<file path="src/rtl/mpc_rx_ctrl.sv">
`default_nettype none
// ============================================================================
// Module   : mpc_rx_ctrl
// Purpose  : MPC-response DDR demux sequencer with delayed strobe capture.
//            Optional statistics counters are enabled by `define MPC_RX_STATS_EN.
// Revision : 1.0
// ============================================================================
module mpc_rx_ctrl #(
  parameter int WIDTH    = 8,
  parameter int DLY_BITS = 4,
  parameter int CNT_BITS = 12
) (
  input  logic                clock,
  input  logic                global_reset,
  input  logic                mpc_rx_en,
  input  logic                ttc_resync,
  input  logic                mpc_tx_strobe,
  input  logic [DLY_BITS-1:0] mpc_delay,
  input  logic [WIDTH-1:0]    dout1st,
  input  logic [WIDTH-1:0]    dout2nd,
  output logic                demux_set,
  output logic                rx_ready,
  output logic                rx_valid,
  output logic                rx_miss,
  output logic [WIDTH-1:0]    rx_data1st,
  output logic [WIDTH-1:0]    rx_data2nd,
  output logic [CNT_BITS-1:0] rx_nvalid,
  output logic [CNT_BITS-1:0] rx_nmiss
);

  localparam int SR_LEN = 2**DLY_BITS;

  typedef enum logic [1:0] {
    ST_HOLD  = 2'd0,
    ST_FLUSH = 2'd1,
    ST_RUN   = 2'd2
  } state_t;

  state_t                state_q, state_d;
  logic [1:0]            flush_cnt_q, flush_cnt_d;
  logic                  demux_set_q;
  logic [SR_LEN-2:0]     sr_q, sr_d;
  logic [DLY_BITS-1:0]   delay_q;
  logic [SR_LEN-1:0]     taps;
  logic                  run, delay_chg, hit, both_ones;
  logic                  rx_valid_q, rx_miss_q;
  logic [WIDTH-1:0]      rx_data1st_q, rx_data2nd_q;

  always_comb begin
    state_d     = state_q;
    flush_cnt_d = flush_cnt_q;
    case (state_q)
      ST_HOLD: begin
        if (mpc_rx_en && !ttc_resync) begin
          state_d     = ST_FLUSH;
          flush_cnt_d = 2'd0;
        end
      end
      ST_FLUSH: begin
        if (!mpc_rx_en || ttc_resync) begin
          state_d = ST_HOLD;
        end else if (flush_cnt_q == 2'd2) begin
          state_d = ST_RUN;
        end else begin
          flush_cnt_d = flush_cnt_q + 2'd1;
        end
      end
      ST_RUN: begin
        if (!mpc_rx_en || ttc_resync) begin
          state_d = ST_HOLD;
        end
      end
      default: state_d = ST_HOLD;
    endcase
  end

  // Tap 0 is the live strobe so that a zero delay captures on the strobe's own edge.
  always_comb begin
    run       = (state_q == ST_RUN);
    delay_chg = (mpc_delay != delay_q);
    taps      = {sr_q, mpc_tx_strobe & run};
    hit       = taps[mpc_delay] & run & ~ttc_resync & ~delay_chg;
    both_ones = (&dout1st) & (&dout2nd);
    sr_d      = (!run || delay_chg) ? '0 : taps[SR_LEN-2:0];
  end

  always_ff @(posedge clock or posedge global_reset) begin
    if (global_reset) begin
      state_q      <= ST_HOLD;
      flush_cnt_q  <= 2'd0;
      demux_set_q  <= 1'b1;
      sr_q         <= '0;
      delay_q      <= '0;
      rx_valid_q   <= 1'b0;
      rx_miss_q    <= 1'b0;
      rx_data1st_q <= '1;
      rx_data2nd_q <= '1;
    end else begin
      state_q     <= state_d;
      flush_cnt_q <= flush_cnt_d;
      demux_set_q <= (state_d == ST_HOLD);
      sr_q        <= sr_d;
      delay_q     <= mpc_delay;
      rx_valid_q  <= hit;
      rx_miss_q   <= hit & both_ones;
      if (hit) begin
        rx_data1st_q <= dout1st;
        rx_data2nd_q <= dout2nd;
      end
    end
  end

  assign demux_set  = demux_set_q;
  assign rx_ready   = run;
  assign rx_valid   = rx_valid_q;
  assign rx_miss    = rx_miss_q;
  assign rx_data1st = rx_data1st_q;
  assign rx_data2nd = rx_data2nd_q;

`ifdef MPC_RX_STATS_EN
  logic [CNT_BITS-1:0] nvalid_q, nmiss_q;

  // Counters saturate rather than wrap so a stuck link stays visible.
  always_ff @(posedge clock or posedge global_reset) begin
    if (global_reset) begin
      nvalid_q <= '0;
      nmiss_q  <= '0;
    end else if (ttc_resync) begin
      nvalid_q <= '0;
      nmiss_q  <= '0;
    end else begin
      if (hit && (nvalid_q != '1)) begin
        nvalid_q <= nvalid_q + 1'b1;
      end
      if (hit && both_ones && (nmiss_q != '1)) begin
        nmiss_q <= nmiss_q + 1'b1;
      end
    end
  end

  assign rx_nvalid = nvalid_q;
  assign rx_nmiss  = nmiss_q;
`else
  assign rx_nvalid = '0;
  assign rx_nmiss  = '0;
`endif

endmodule
`default_nettype wire

</file>
<file path="config.mk">
export PLATFORM = sky130hd
export DESIGN_NAME = mpc_rx_ctrl
export DESIGN_NICKNAME = d
export VERILOG_FILES = /design/src/rtl/mpc_rx_ctrl.sv
export SDC_FILE = /design/constraint.sdc
export NUM_CORES = 1
export LEC_CHECK = 0
export BUFFER_PORTS_ARGS = -buffer_cell sky130_fd_sc_hd__buf_2
export CORE_ASPECT_RATIO = 0.8
export CORE_MARGIN = 3
export CORE_UTILIZATION = 33
export DETAILED_ROUTE_END_ITERATION = 10
export GPL_TIMING_DRIVEN = 0
export SKIP_LAST_GASP = 1
export SYNTH_ARGS = -nofsm -noshare
export SYNTH_HDL_FRONTEND = slang
export SYNTH_SLANG_ARGS = --single-unit
export TNS_END_PERCENT = 30
</file>
<file path="constraint.sdc">
create_clock -name clock -period 2 [get_ports clock]
set_input_delay 0.3 -clock clock [delete_from_list [all_inputs] [get_ports clock]]
set_output_delay 0.3 -clock clock [all_outputs]
set_load 0.01 [all_outputs]
</file>
==> flow_metrics.tcl <==
set metrics [dict create \
    status "finished, violations left" \
    violations "negative setup slack" \
    p_leak_nw 1.26 \
    gp_congestion 0.651 \
    setup_viol 16 \
    cts_tree "yes" \
    fmax_ghz 0.470 \
    cts_buffers 5 \
    holdBufCountCts 0 \
    start_kind "register" \
    synth_common_cells "dfrtp_1, buf_4, dfstp_2" \
    core_area_um2 5530 \
    start_util_pct 34.7 \
    drive_gt1_share_pct 54.8 \
    synth.most_common_cell "dfrtp_1" \
    postRouteWirelength_mm 3.51 \
    endpoint_kind "register" \
    io_pins 69 \
    critical_path_class "reg -> reg" \
    die_x_um 91.3 \
    min_period_ps 2130 \
    clock-sinks 42 \
    ir_worst_vdd_mv 0.338 \
    rsz0062_at_grt "true" \
    h-tree-depth 2 \
    antenna_left 0 \
    via_per_inst 4.01 \
    synth-async-reset-ratio_pct 100 \
    fillers 558 \
    cts-root-buf "clkbuf_8" \
    die-area_um2 6770 \
    grt_start_max_net_pins 43 \
    ys_ff_latch 42 \
    maxCapViolCount 0 \
    critPathMaxFanout 10 \
    synthCells 139 \
    slew_headroom_pct 42.4 \
    synth-seq-area-share_pct 55.9 \
    place_hpwl_mm 2.63 \
    grt_pass1_wl_mm 5.65 \
    grtUsageTotal_pct 10.6 \
    crit_required_ps 2210 \
    nets 242 \
    finClkSkew_ps 6.14 \
    grt_antenna_before_repair 0 \
    total_power_mw 1.54 \
    hold_violations 0 \
    combPwrFrac_pct 9.9 \
    synth_edf_count 0 \
    grt.overflow.total 0 \
    worst_pin_slew_ps 863 \
    cellPowerDensity_nw_per_um2 629 \
    fin_crit_sh_pct 106 \
    synthToLayoutAreaGrowth_pct 27.2 \
    grt_pass1_vias 1122 \
    rows 24 \
    insertion_delay_ps 280 \
    avgSynthCellArea_um2 13.8 \
    synth.largest_area_cell "dfrtp_1" \
    num_vias 1182 \
    synth_cell_types 29 \
    ys.warnings.count 0 \
    slew_viol_final 0 \
    wl_per_cell_um 11.9 \
    drc_errors 0 \
    seqPwrFrac_pct 56.8 \
    internal_power_mw 1.19 \
    worst_slack_ps -129 \
    p_sw_share_pct 22.8 \
    synth.area.top_cells "dfrtp_1, dfstp_2, buf_4" \
    clockBufferDepth 2 \
    clk_pin_slew_ps 80 \
    fin_hold_ws_ps 195 \
    p_clk_share_pct 33.3 \
    netlist.area_leader.share_pct 32.6 \
    ys.flop_type "dfrtp_1" \
    io_buffers 44 \
    n_antenna_cell 0 \
    hold_path_class "in -> async" \
    die_h_um 74.2 \
    power.switching_uw 350 \
    drtIter0Drc 41 \
    drt_pass1_iterations 4 \
    crit_arrival_ps 2340 \
    synth_area_um2 1920 \
]
[cell usage in the layout (no fill, tap or decap), drive strengths merged, types with 2 or more instances in the layout]
| master | Yosys | layout |
|---|---|---|
| conb | 1 | 24 |
| nand4 | 4 | 4 |
| nand2 | 2 | 2 |
| o2111a | 2 | 2 |
| xnor2 | 3 | 3 |
| and2 | 16 | 16 |
| inv | 5 | 5 |
| clkbuf | 1 | 9 |
| dfstp | 17 | 17 |
| nand3b | 2 | 2 |
| mux2 | 17 | 17 |
| o21ai | 2 | 2 |
| nand3 | 2 | 2 |
| dfrtp | 25 | 25 |
| mux4 | 4 | 4 |
| buf | 26 | 73 |
[state kept, by name, indices dropped and copies added (netlist names)]
| signal | cells |
|---|---|
| rx_data2nd | 8 |
| state_q | 2 |
| demux_set | 1 |
| rx_data1st | 8 |
| rx_valid | 1 |
| flush_cnt_q | 2 |
| rx_miss | 1 |
| delay_q | 4 |
| sr_q | 15 |
[what timing repair did]
action | 4_1_cts | 5_1_grt
setup endpoints to repair | 16 | 16
resized for setup | 1 | 4
buffers inserted | 3 | 1
pin swaps | 1 | 1
[logic make-up (layout without fill, tap and decap cells)]
group,after synthesis,in the layout,share of synthesized area (%)
buffers and inverters,32,87,12.2
adder cells (fa/ha/maj),1,1,0.652
XOR/XNOR,4,4,1.83
flip-flops,42,42,55.9
AND/OR/NAND/NOR,31,31,9.78
multiplexers,22,22,17.1
AO/OA/AOI/OAI,6,6,2.35
other,1,24,0.195
[final timing paths]
| path | from | to | slack [ps] | cells after the start |
|---|---|---|---|---|
| worst max-delay path | state_q[1] | rx_data2nd[4] | -130 | 6 |
| worst max register to register | state_q[1] | rx_data2nd[4] | -130 | 6 |
| worst min-delay path | global_reset | sr_q[3] | 200 | 2 |
| worst min register to register | sr_q[7] | sr_q[8] | 480 | 1 |
| min in group clock | mpc_delay[3] | delay_q[3] | 200 | 1 |
| max in group asynchronous | global_reset | sr_q[10] | 1270 | 2 |
[metrics by stage]
step / cells / util, % / instance area (µm²) / worst slack, ps / setup TNS (ps)
2_1_floorplan: 162 / - / 2010 / -140 / -1400
3_3_place_gp: 284 / 42.1 / 2320 / -412 / -5800
3_5_place_dp: 284 / 42.1 / 2320 / -402 / -5550
4_1_cts: 295 / 44.0 / 2430 / -202 / -3000
5_1_grt: 295 / 44.2 / 2440 / -159 / -2200
6_report: 295 / 44.2 / 2440 / -129 / -1670
[routing by layer]
layer,global-route usage [%],vias to the layer above,share of wire [%]
met5,0,-,0
met4,3.01,0,0.71
li1,-,581,-
met3,3.03,2,5.4
met1,14.6,563,47
met2,16.4,36,47
[power groups by stage]
stage	sequential (mW)	clock [mW]	combinational [mW]
CTS	0.872	0.538	0.151
global placement	0.888	0	0.145
finish	0.872	0.511	0.152
detailed placement	0.888	0	0.147
floorplan	0.889	0	0.0962
global route	0.873	0.579	0.172
[final cells by class]
cell class | count | area, µm² | share of cell area [%]
multi-input combinational | 88 | 716 | 29.3
sequential | 42 | 1070 | 43.9
inverter | 5 | 18.8 | 0.768
tap | 78 | 97.6 | 4.00
buffer | 26 | 204 | 8.35
clock buffer | 8 | 80.1 | 3.28
timing repair buffer | 48 | 254 | 10.4
[worst max-delay path, cell delays in order, from the launching register on]
cell and delay [ps]:
dfrtp_1 380, and3b_1 180, mux4_2 460, mux2_4 290, o2111a_2 290, buf_12 160
mux2_4 300
(Power assumes the default switching activity.)
